--- src/rtl/fifo_arb_pkg.sv ---
// fifo_arb_pkg: shared definitions for the FIFO write arbiter.
//   arb_state_e  : arbiter FSM state encoding (ARB_IDLE, ARB_GRANT)
//   arb_id_width : index width for n requesters, never less than 1 bit
package fifo_arb_pkg;

    typedef enum logic {
        ARB_IDLE  = 1'b0,
        ARB_GRANT = 1'b1
    } arb_state_e;

    function automatic int arb_id_width(input int n);
        return (n > 1) ? $clog2(n) : 1;
    endfunction

endpackage

--- src/rtl/rr_pick.sv ---
// rr_pick: combinational round-robin winner selection.
// The search starts one past last_idx and ascends with wrap-around;
// the winner is the first index whose request bit is set.
// Ports:
//   req      in  [N_REQ-1:0] request vector
//   last_idx in  [ID_W-1:0]  most recently granted index
//   winner   out [ID_W-1:0]  selected index (0 when no request)
//   any      out             at least one request is set
module rr_pick
    import fifo_arb_pkg::*;
#(
    parameter  int N_REQ = 4,
    localparam int ID_W  = arb_id_width(N_REQ)
) (
    input  logic [N_REQ-1:0] req,
    input  logic [ID_W-1:0]  last_idx,
    output logic [ID_W-1:0]  winner,
    output logic             any
);

    int unsigned idx;

    always_comb begin
        winner = '0;
        any    = 1'b0;
        idx    = 0;
        for (int unsigned i = 1; i <= N_REQ; i++) begin
            idx = (32'(last_idx) + i) % 32'(N_REQ);
            if (!any && req[idx]) begin
                any    = 1'b1;
                winner = ID_W'(idx);
            end
        end
    end

endmodule

--- src/rtl/fifo_wr_arb.sv ---
// fifo_wr_arb: round-robin arbiter merging N_REQ packet streams into the
// write port of a downstream synchronous FIFO (FIFO instantiated by parent).
// Optional macro FIFO_WR_ARB_TAG_EN: prepend the granted index to each
// written word as {grant_id, payload}.
// Ports:
//   clk          in                 rising-edge clock
//   rst_n        in                 synchronous active-low reset
//   req_valid    in  [N_REQ-1:0]    per-requester beat valid
//   req_data     in  [N_REQ*DATA_W] requester i at [i*DATA_W +: DATA_W]
//   req_last     in  [N_REQ-1:0]    per-requester last beat of packet
//   req_ready    out [N_REQ-1:0]    beat accepted when valid & ready
//   fifo_wr_en   out                FIFO write strobe
//   fifo_wr_data out [FIFO_W-1:0]   FIFO write data
//   fifo_full    in                 FIFO full flag
//   grant_id     out [ID_W-1:0]     currently granted requester
//   busy         out                high while a grant is held
module fifo_wr_arb
    import fifo_arb_pkg::*;
#(
    parameter  int N_REQ     = 4,
    parameter  int DATA_W    = 32,
    parameter  int MAX_BURST = 8,
    localparam int ID_W      = arb_id_width(N_REQ),
`ifdef FIFO_WR_ARB_TAG_EN
    localparam int FIFO_W    = DATA_W + ID_W
`else
    localparam int FIFO_W    = DATA_W
`endif
) (
    input  logic                    clk,
    input  logic                    rst_n,
    input  logic [N_REQ-1:0]        req_valid,
    input  logic [N_REQ*DATA_W-1:0] req_data,
    input  logic [N_REQ-1:0]        req_last,
    output logic [N_REQ-1:0]        req_ready,
    output logic                    fifo_wr_en,
    output logic [FIFO_W-1:0]       fifo_wr_data,
    input  logic                    fifo_full,
    output logic [ID_W-1:0]         grant_id,
    output logic                    busy
);

    localparam int CNT_W = arb_id_width(MAX_BURST);

    arb_state_e       state_q, state_d;
    logic [ID_W-1:0]  grant_q, grant_d;
    logic [ID_W-1:0]  last_q,  last_d;
    logic [CNT_W-1:0] cnt_q,   cnt_d;
    logic [ID_W-1:0]  rr_winner;
    logic             rr_any;
    logic [DATA_W-1:0] payload;

    rr_pick #(.N_REQ(N_REQ)) u_rr_pick (
        .req      (req_valid),
        .last_idx (last_q),
        .winner   (rr_winner),
        .any      (rr_any)
    );

    always_ff @(posedge clk) begin
        if (!rst_n) begin
            state_q <= ARB_IDLE;
            grant_q <= '0;
            last_q  <= ID_W'(N_REQ - 1);
            cnt_q   <= '0;
        end else begin
            state_q <= state_d;
            grant_q <= grant_d;
            last_q  <= last_d;
            cnt_q   <= cnt_d;
        end
    end

    always_comb begin
        state_d    = state_q;
        grant_d    = grant_q;
        last_d     = last_q;
        cnt_d      = cnt_q;
        req_ready  = '0;
        fifo_wr_en = 1'b0;
        case (state_q)
            ARB_IDLE: begin
                if (rr_any) begin
                    grant_d = rr_winner;
                    cnt_d   = '0;
                    state_d = ARB_GRANT;
                end
            end
            ARB_GRANT: begin
                // rst_n gates the handshake so the reset cycle itself
                // never accepts a beat from the abandoned packet.
                req_ready[grant_q] = !fifo_full && rst_n;
                fifo_wr_en         = req_valid[grant_q] && req_ready[grant_q];
                if (fifo_wr_en) begin
                    cnt_d = cnt_q + CNT_W'(1);
                    if (req_last[grant_q] || cnt_q == CNT_W'(MAX_BURST - 1)) begin
                        state_d = ARB_IDLE;
                        last_d  = grant_q;
                    end
                end
            end
            default: state_d = ARB_IDLE;
        endcase
    end

    assign payload  = req_data[grant_q*DATA_W +: DATA_W];
    assign grant_id = grant_q;
    assign busy     = (state_q == ARB_GRANT);

`ifdef FIFO_WR_ARB_TAG_EN
    assign fifo_wr_data = {grant_q, payload};
`else
    assign fifo_wr_data = payload;
`endif

endmodule

--- config.mk ---
export PLATFORM = sky130hd
export DESIGN_NAME = fifo_wr_arb
export DESIGN_NICKNAME = d
export VERILOG_FILES = /design/src/rtl/fifo_arb_pkg.sv /design/src/rtl/rr_pick.sv /design/src/rtl/fifo_wr_arb.sv
export SDC_FILE = /design/constraint.sdc
export NUM_CORES = 1
export LEC_CHECK = 0
export CORE_MARGIN = 3
export CORE_UTILIZATION = 23
export DETAILED_ROUTE_END_ITERATION = 10
export GPL_ROUTABILITY_DRIVEN = 0
export HOLD_SLACK_MARGIN = 0.08
export PLACE_DENSITY = 0.78
export SLEW_MARGIN = 20
export SYNTH_ARGS = -nofsm -noshare
export SYNTH_HDL_FRONTEND = slang
export SYNTH_SLANG_ARGS = --single-unit
--- constraint.sdc ---
create_clock -name clk -period 1.8 [get_ports clk]
set_input_delay 0.54 -clock clk [delete_from_list [all_inputs] [get_ports clk]]
set_output_delay 0.54 -clock clk [all_outputs]
set_load 0.1 [all_outputs]
======== Word-level counts from Yosys, hierarchy flattened ========
Cells that the tools add are included.
word-level totals
  memory bits (writable) .................. 0
  logic and storage cells ................. 68
  ROM bits ................................ 0
  latch bits .............................. 0
  output and inout bits ................... 40
  bits of input ports ..................... 139
  memories ................................ 0
  register bits ........................... 8
cells by class
  bitwise logic cells ..................... 2
  $mul .................................... 0
  mux-type cells .......................... 33
  equal/unequal tests ..................... 3
  add/sub/neg operators ................... 5
  $lt $le $gt $ge ......................... 6
  shifts and indexed selects .............. 1
  reductions and logical operators ........ 14
  div/mod/pow operators ................... 0
operator list
  cell                   count
  $shiftx A128 B8 Y32    1
  $mux W1                16
  $lt A2 B3 Y1 const B   5
  $bmux W1 S2            7
  $mux W2                4
  $logic_and A1 B1 Y1    6
  $mux W3                2
  $pmux W3 S2            1
  $add A2 B1 Y2 const B  2
  $add A2 B2 Y2 const B  2
  $and A4 B4 Y4          1
  $logic_not A1 Y1       4
  $mux W4                1
  $reduce_and A2 Y1      2
  $add A3 B1 Y3 const B  1
  $eq A3 B3 Y1 const B   1
  $reduce_and A3 Y1      1
  $demux W1 S2           1
  $ge A2 B1 Y1 const B   1
  $ne A2 B1 Y1 const B   1
  $ne A2 B2 Y1 const B   1
  $pmux W1 S2            1
  $logic_or A1 B1 Y1     1
  $not A1 Y1             1

======== Logic depth before layout (Yosys ltp) ========
Gate-level depths: netlist of run 1.
  depth after elaboration ................. 15
  mapped depth ............................ 6
  depth with buffers taken out ............ 5

======== Cells and area by module ========
A second synthesis of run 1 with hierarchy kept.
unflattened totals
  cells, all modules ...................... 110
  area, all modules ....................... 1362.6 µm²
by module, submodules not included
  module       times used  sequential area each (µm²)  area each (µm²)  cells an instance
  fifo_wr_arb  1           160.2                       1271.2           96
  rr_pick      1           0.0                         91.3             14

======== Worst setup path before layout of run 1 ========
Ideal clock, no wire load.
  kind .................................... register -> output
  from .................................... register grant_q[1] (netlist: grant_id[1])
  to ...................................... output port req_ready[2]
  setup slack ............................. -2231 ps
  data arrival time ....................... 3491 ps
  data required time ...................... 1260 ps
  buffers on the path ..................... 1
  cell stages (with the launch flop) ...... 4
  path through ............................ dfxtp_1 > buf_2 > inv_1 > nor3_1
between the ends
  cells in the longest elaborated chain, start to end .. 6
  elaborated cells on any way between the ends .. 7
  classes of those cells .................. 2 x order compare; 3 x mux; 1 x bitwise; 1 x reduce/logical
ends and longest elaborated chain
  item                                                                RTL line           source
  start: declaration                                                  fifo_wr_arb.sv:46  logic [ID_W-1:0] grant_q, grant_d;
  start signal: assignment                                            fifo_wr_arb.sv:68  grant_q <= grant_d;
  $lt A2 B3 Y1 (not written as such) or $ge A2 B1 Y1 (tied branches)  fifo_wr_arb.sv:92  req_ready[grant_q] = !fifo_full && rst_n;
  $logic_and A1 B1 Y1                                                 fifo_wr_arb.sv:92
  $mux W1 (not written as such)                                       fifo_wr_arb.sv:92
  $demux W1 S2 *                                                      fifo_wr_arb.sv:92
  $and A4 B4 Y4 (no source line) *                                    n/a
  $mux W4 *                                                           fifo_wr_arb.sv:81  case (state_q)
  end: declaration                                                    fifo_wr_arb.sv:35  output logic [N_REQ-1:0] req_ready,
Mark *: on every way between the ends. The rest lies on a longest branch, timed or not.

======== Worst setup path in the final report of run 1 ========
  from .................................... register grant_q[0] (netlist: grant_id[0])
  to ...................................... output port fifo_wr_data[7]
between the ends
  cells in the longest elaborated chain, start to end .. 1
ends and longest elaborated chain
  item                 RTL line            source
  $shiftx A128 B8 Y32  fifo_wr_arb.sv:106  assign payload = req_data[grant_q*DATA_W +: DATA_W];
  end: declaration     fifo_wr_arb.sv:37   output logic [FIFO_W-1:0] fifo_wr_data,
No other way between the ends.

==> flow_summary.json, run 1 <==
{
  "outcome": "finished, violations left",
  "failed_checks": "negative setup slack",
  "track_usage": 0.209,
  "grt_pass1_wl_mm": 10.5,
  "routed_wl_mm": 7.96,
  "portBuffers": 178,
  "clk_latency_ns": 0.23,
  "synth_seq_area_share": 0.119,
  "path_clk_slew_ns": 0.04,
  "power.share.clock": 0.091,
  "cp.required_ns": 1.26,
  "hold_depth": 1,
  "initial_core_util": 0.241,
  "ys_dominant_reg_cell": "dfxtp_1",
  "layout_setup_ws_ns": -0.300,
  "worst_hold_path.endpoint": "cnt_q[2]",
  "syn2layout_area_growth_pct": 182,
  "htreeDepth": 1,
  "cp.depth": 3,
  "hold_class": "reg -> reg",
  "synth_nets": 249,
  "synth_largest_area_cell": "mux4_2",
  "cp_max_fo": 11,
  "fin_setup_tns_ns": -9.28,
  "power.total_mw": 2.45,
  "rsz0062_at_grt": "true",
  "yosysMostFrequentCell": "mux4_2",
  "crit_buf_inv": 2,
  "fillers": 477,
  "avgSynthCellArea_sq_um": 12.5,
  "die_w_microns": 82.7,
  "synth_cell_types": 37,
  "powerDensity_mw_per_mm2": 642,
  "dr.pass1.iters": 4,
  "critical_path.top_delay_family": "multiplexers",
  "crit_start": "grant_id[0]",
  "holdCritStartpoint": "cnt_q[2]",
  "drive_gt1_frac": 0.395,
  "dp.cells": 360,
  "wire_per_inst_microns": 21.0,
  "top_layer_used": "met4",
  "core_sq_mm": 0.00561,
  "synth_common_cells": "33 x mux4_2, 8 x dfxtp_1, 6 x a21oi_1, 6 x buf_2, 4 x nor2_1",
  "finalHoldViolations": 0,
  "grt_max_degree": 21,
  "cts_buffers": 3,
  "slowest_stage": "mux4_2",
  "ant_nets": 0,
  "wl_met3_microns": 750,
  "timing.rr.start": "grant_id[0]",
  "cpPeakStageDelay_ns": 0.55,
  "synth_area_sq_mm": 0.00135,
  "yosysTopAreaCellShare": 0.550,
  "ir_worst_vdd_mv": 0.587,
  "die-area_sq_mm": 0.00683,
  "internal-power_mw": 1.21,
  "rr_worst_depth": 6,
  "fin_nets": 446,
  "utilization": 0.681,
  "ys_warn_count": 0,
  "fmax_mhz": 476,
  "clock-root-buffer": "clkbuf_8",
  "power_frac_seq": 0.086,
  "cts_sinks": 8,
  "layoutNonFillerInstCount": 379,
  "synth_edf_count": 0,
  "synthTopCellsByArea": "mux4_2 55%, dfxtp_1 12%, a21oi_1 2.2%",
  "die_y_microns": 82.7,
  "cp.arrival_ns": 1.56,
  "ff2ff_setup_slack_ns": 0.06,
  "holdBufCountCts": 0,
  "synthArstFlopShare": 0,
  "route.detailed.drc": 0,
  "path_common_cell": "buf_12",
  "skew_ns": 0.00348,
  "grt_pass1_vias": 1849,
  "power.net_switching_mw": 1.24,
  "crit_type": "reg -> out",
  "ys_seq_elements": 8,
  "rows": 27,
  "dp_hpwl_mm": 6.64,
  "vias": 1887,
  "vias_per_cell": 4.98,
  "p_leak_nw": 1.73,
  "maxCapViolations": 0,
  "drt_iter0_drc": 30,
  "pwr-share-comb": 0.823,
  "end_kind": "output pin",
  "wl_met1_mm": 2.64,
  "slew-limit-headroom": 0.676,
  "netSwitchingFraction": 0.506,
  "cts_tree": "built",
  "clockBufferDepth": 2,
  "r2r-end": "last_q[0]",
  "slew_violations": 0,
  "antenna_found_initial": 3,
  "startpoint_type": "flop",
  "period_minus_slack_ns": 2.10,
  "tightest_slew_ns": 0.484,
  "grt.overflow.total": 0,
  "setup_viol_count_final": 37,
  "pre_cts_ws_ns": -0.535,
  "met2_length_mm": 4.43,
  "fin_crit_sh": 1.17,
  "synthCells": 108,
  "io_pins": 179,
  "path_cells": "buf_12 > mux4_2 > buf_12"
}
-- sequential cells by signal, summed over array words and instances, names as in the netlist --
register,cells
cnt_q,3
grant_id,2
last_q,2
busy,1
-- power by group through the flow --
stage                     logic [mW]  registers [mW]  clock network, mW
after global routing            2.08           0.212              0.239
after detailed placement        2.05           0.209                  0
after floorplan                 1.14           0.241                  0
after global placement          2.02           0.208                  0
after CTS                       1.98           0.214              0.232
final                           2.02           0.210              0.223
-- repair_timing --
action / CTS / global route
buffers inserted: 2 / 8
pin swaps: 4 / 1
setup endpoints to repair: 44 / 40
gates resized for setup: 159 / 9
gates cloned: 2 / 1
-- kinds of logic (layout without fill, tap and decap cells) --
kind of cell	after synthesis	count (layout)	synth area share
muxes	36	36	0.578
and+or+nand+nor	26	26	0.118
AOI/OAI and AO/OA	22	22	0.110
buffers and inverters	14	210	0.0574
DFF	8	8	0.119
adders and majority gates	2	2	0.0185
other	0	3	0
-- per-stage QoR --
step,instance area [sq um],hold slack [ns]
3_3_place_gp,3760,0.461
3_5_place_dp,3760,0.465
4_1_cts,3700,0.483
6_report,3820,0.481
2_1_floorplan,1440,0.446
5_1_grt,3820,0.507
-- layout make-up --
type                       count  area (sq um)  share of cell area
timing repair buffer         202          2320               0.608
multi-input combinational     86          1160               0.303
tap                           72          90.1              0.0236
antenna                        3          7.51             0.00197
sequential                     8           171              0.0449
clock buffer                   4          45.0              0.0118
inverter                       4          25.0             0.00656
-- cell usage in the layout (no fill, tap or decap), types with 4 or more instances in the layout --
master,count
nor2_1,4
buf_6,6
clkdlybuf4s50_1,4
dlygate4sd2_1,128
a21oi_1,6
buf_4,11
dfxtp_1,5
buf_12,43
mux4_2,33
buf_2,5
-- metal layers --
metal / up-vias / GRT usage
met5: - / 0
li1: 863 / -
met4: 0 / 0.0392
met3: 14 / 0.0542
met2: 88 / 0.397
met1: 922 / 0.235
-- how the worst max path moves through the flow --
stage                            end  slack, ns
finish               fifo_wr_data[7]      -0.30
global route         fifo_wr_data[6]      -0.35
CTS                  fifo_wr_data[6]      -0.33
detailed placement        fifo_wr_en      -0.53
global placement          fifo_wr_en      -0.52
floorplan           fifo_wr_data[11]      -0.49
(Power assumes the default switching activity.)
==> run 2, diff against run 1 <==
--- a/config.mk
+++ b/config.mk
@@ -5,6 +5,7 @@
 export SDC_FILE = /design/constraint.sdc
 export NUM_CORES = 1
 export LEC_CHECK = 0
+export CAP_MARGIN = 10
 export CORE_MARGIN = 3
 export CORE_UTILIZATION = 23
 export DETAILED_ROUTE_END_ITERATION = 10
==> results of run 2 <==
The final DEF is identical to that of run 1; final timing and power are the same.
==> run 3, diff against run 2 <==
--- a/config.mk
+++ b/config.mk
@@ -12,6 +12,7 @@
 export GPL_ROUTABILITY_DRIVEN = 0
 export HOLD_SLACK_MARGIN = 0.08
 export PLACE_DENSITY = 0.78
+export SETUP_SLACK_MARGIN = 0.15
 export SLEW_MARGIN = 20
 export SYNTH_ARGS = -nofsm -noshare
 export SYNTH_HDL_FRONTEND = slang
==> flow_summary.json, run 3 (synthesis results as in run 1) <==
{
  "cp.arrival_ns": 1.56,
  "fillers": 466,
  "core_sq_mm": 0.00561,
  "drive_gt1_frac": 0.404,
  "grt_pass1_vias": 1978,
  "hold_class": "reg -> reg",
  "htreeDepth": 1,
  "pre_cts_ws_ns": -0.546,
  "mostFrequentLayoutCells": "128 x dlygate4sd2_1, 42 x buf_12, 33 x mux4_2",
  "top_register": "cnt_q",
  "cp_max_fo": 11,
  "portBuffers": 178,
  "ant_nets": 0,
  "routed_wl_mm": 7.82,
  "io_pins": 179,
  "powerDensity_mw_per_mm2": 644,
  "fmax_mhz": 476,
  "grt.overflow.total": 0,
  "wire_per_inst_microns": 20.6,
  "clockBufferDepth": 2,
  "fin_crit_sh": 1.17,
  "largest_reg_flops": 3,
  "grt_max_degree": 18,
  "path_clk_slew_ns": 0.05,
  "fin_nets": 444,
  "syn2layout_area_growth_pct": 178,
  "cp.required_ns": 1.26,
  "power.total_mw": 2.41,
  "layout_setup_ws_ns": -0.301,
  "die_y_microns": 82.7,
  "multiInputGateArea_sq_mm": 0.00118,
  "track_usage": 0.212,
  "setup_viol_count_final": 37,
  "slew-limit-headroom": 0.778,
  "outcome": "finished, violations left",
  "maxCapViolations": 0,
  "dp.cells": 368,
  "drt_iter0_drc": 28,
  "seq_area_sq_um": 171,
  "ir_worst_vdd_mv": 0.391,
  "crit_type": "reg -> out",
  "finalHoldViolations": 0,
  "route.detailed.drc": 0,
  "layout_commonest_cell": "dlygate4sd2_1",
  "startpoint_type": "flop",
  "clock-root-buffer": "clkbuf_8",
  "die-area_sq_mm": 0.00683,
  "vias": 1926,
  "cts_tree": "built",
  "clk_latency_ns": 0.24,
  "skew_ns": 0.00861,
  "rows": 27,
  "initial_core_util": 0.241,
  "end_kind": "output pin",
  "die_w_microns": 82.7,
  "p_leak_nw": 1.69,
  "vias_per_cell": 5.08,
  "cts_buffers": 3,
  "period_minus_slack_ns": 2.10,
  "dp_hpwl_mm": 6.83,
  "grt_pass1_wl_mm": 10.7,
  "dr.pass1.iters": 4,
  "layoutNonFillerInstCount": 379,
  "cts_sinks": 8,
  "tightest_slew_ns": 0.332,
  "holdBufCountCts": 0,
  "slew_violations": 0,
  "failed_checks": "negative setup slack",
  "antenna_found_initial": 4,
  "rsz0062_at_grt": "true"
}
## run 3: area by class of cell
cell class	count	area share
diodes	5	0.00334
inverters	4	0.00834
clock buffers	4	0.0120
multi-input cells	86	0.315
well taps	72	0.0240
flip-flops and latches	8	0.0457
repair buffers	200	0.592
## run 3: worst paths after layout
kind	startpoint	end	slack, ns	depth (start not counted)
worst max-delay path	grant_id[0]	fifo_wr_data[30]	-0.30	3
worst min-delay path	cnt_q[1]	cnt_q[1]	0.48	1
worst max register to register	grant_id[0]	last_q[0]	0.08	6
worst min register to register	cnt_q[1]	cnt_q[1]	0.48	1
## run 3: layer usage
metal,vias to the layer above,routed length [microns],GRT usage
li1,858,-,-
met1,939,2480,0.221
met2,106,4300,0.401
met3,23,777,0.0607
met4,0,258,0.0784
met5,-,0,0
## run 3: stage by stage
stage	util	hold WS, ns	area, sq um	setup TNS [ns]
6_report	0.669	0.484	3750	-9.42
3_5_place_dp	0.676	0.479	3790	-17.12
4_1_cts	0.657	0.485	3680	-9.86
2_1_floorplan	-	0.446	1450	-14.75
3_3_place_gp	0.676	0.464	3790	-16.36
5_1_grt	0.668	0.518	3750	-10.77
## run 3: where the power goes
part	internal, mW	total [mW]	leakage, nW	switching (mW)
combinational	0.828	1.97	1.60	1.14
clock	0.155	0.239	0.0228	0.0846
sequential	0.188	0.209	0.0672	0.0208
total	1.17	2.41	1.69	1.24
## run 3: worst max-delay path, stage by stage (launching register included)
cell     delay (ns)
dfxtp_4        0.39
buf_12         0.16
mux4_2         0.56
buf_12         0.19
## run 3: timing repair
action                                  CTS  global route
pin swaps                                 7             6
resized for setup                       160             8
setup buffers                             0             2
endpoints found under the setup margin   46            43
==> RTL edit (config.mk and constraints of run 3) <==
Reset style: asynchronous (`rst_n`), changed in one clocked block. Comments in the files are not updated.
--- a/src/rtl/fifo_wr_arb.sv
+++ b/src/rtl/fifo_wr_arb.sv
@@ -59,3 +59,3 @@
 
-    always_ff @(posedge clk) begin
+    always_ff @(posedge clk or negedge rst_n) begin
         if (!rst_n) begin
Check against the original RTL: differs if rst_n is asserted again (counterexample within 4 cycles, from zero or initial values and one cycle with rst_n low); with rst_n held inactive, the same outputs for 4 cycles.
==> RTL edit against run 3 <==
  * The flow still finishes with violations (negative setup slack)
  * Sequential cell count unchanged
  * Cell count decreased by 6.1%
  * Sequential share of layout area increased by 1.2 points
  * Setup slack got worse by 0.071 ns
  * Clock skew decreased by 0.0048 ns
  * Area after synthesis decreased by 4.3%
  * Critical path depth unchanged
  * Wire length decreased by 1.9%
  * Design area decreased by 1.8%
  * Core utilization increased by 3.0 points
  * Count of clock-buffer cells in the layout unchanged
Power is left out: it rests on default switching activity, and per cell area and clock period it moved more than threefold.
==> RTL edit: results (changes against run 3) <==
* DP HPWL at 6900 um (was 6830 um)
* CP Data Arrival Time at 1.63 ns (was 1.56 ns)
* Reg-to-reg startpoint: grant_id[0]$_DFFE_PN0P_ (was grant_id[0]$_SDFFE_PN0P_)
* Worst-case hold slack at 0.246 ns (was 0.484 ns)
* Setup WS pre-CTS at -0.529 ns (was -0.546 ns)
* R2R cell count at 5 (was 6)
* Worst min path class: primary input to asynchronous set/reset pin (was flop to flop)
* PostCTS Resize Cnt at 131 (was 160)
* Largest net degree at the start of global routing at 38 (was 18)
* Failing checks: negative setup slack (unchanged)
* Placement Cell Area at 3760 um2 (was 3790 um2)
* Sequential share of the synthesized area at 15.7% (was 11.9%)
* Vias at 1760 (was 1926)
* Post-Place Cells at 349 (was 368)
* Reg area at 214 um2 (was 171 um2)
* Final setup vio count at 39 (was 37)
* Clock-cell share at 1.22% (was 1.20%)
* Post-Syn Instances at 92 (was 108)
* WL/cell at 21.6 um (was 20.6 um)
* Status: complete, but fails checks (unchanged)
* Mapped Area at 1290 um2 (was 1350 um2)
* Post-synth top cells: mux4_2 (34), dfrtp_1 (6), buf_2 (5) (was mux4_2 (33), dfxtp_1 (8), a21oi_1 (6), buf_2 (6), nor2_1 (4))
* Final instance area at 3680 um2 (was 3750 um2)
* Signal buffers at 199 (was 200)
* Non-clock buffer share at 60.7% (was 59.2%)
* Setup ws final at -0.372 ns (was -0.301 ns)
* Worst Tran Pin Value at 0.283 ns (was 0.332 ns)
* Synth area leaders: mux4_2 (59%), dfrtp_1 (12%), dfstp_2 (4.1%) (was mux4_2 (55%), dfxtp_1 (12%), a21oi_1 (2.2%))
[RTL edit: worst max-delay path by stage]
| stage | slack (ns) | cells after the start | to |
|---|---|---|---|
| after CTS | -0.37 | 3 | fifo_wr_data[8] |
| final | -0.37 | 3 | fifo_wr_data[8] |
| after global routing | -0.41 | 3 | fifo_wr_data[8] |
| after floorplan | -0.55 | 3 | req_ready[2] |
| after detailed placement | -0.53 | 5 | fifo_wr_en |
| after global placement | -0.51 | 5 | fifo_wr_en |
[RTL edit: cells by family after synthesis]
kind of cell    after synthesis  share of synthesized area [%]
compound gates               17                           8.61
fa+ha+maj                     2                           1.93
buf+inv                      14                           5.42
flops                         8                           15.7
mux                          38                           62.5
simple gates                 13                           5.90
[RTL edit: metal layers]
metal	track usage, %	part of all wire, %	up-vias
met5	0	0.17	-
met4	3.38	1.1	2
met3	5.88	8.9	11
met2	39.8	53	82
met1	28.3	37	876
li1	-	-	789
[RTL edit: critical path: stages]
cell and delay [ns]:
clkdlybuf4s50_1 0.39, mux4_2 0.51, buf_12 0.19
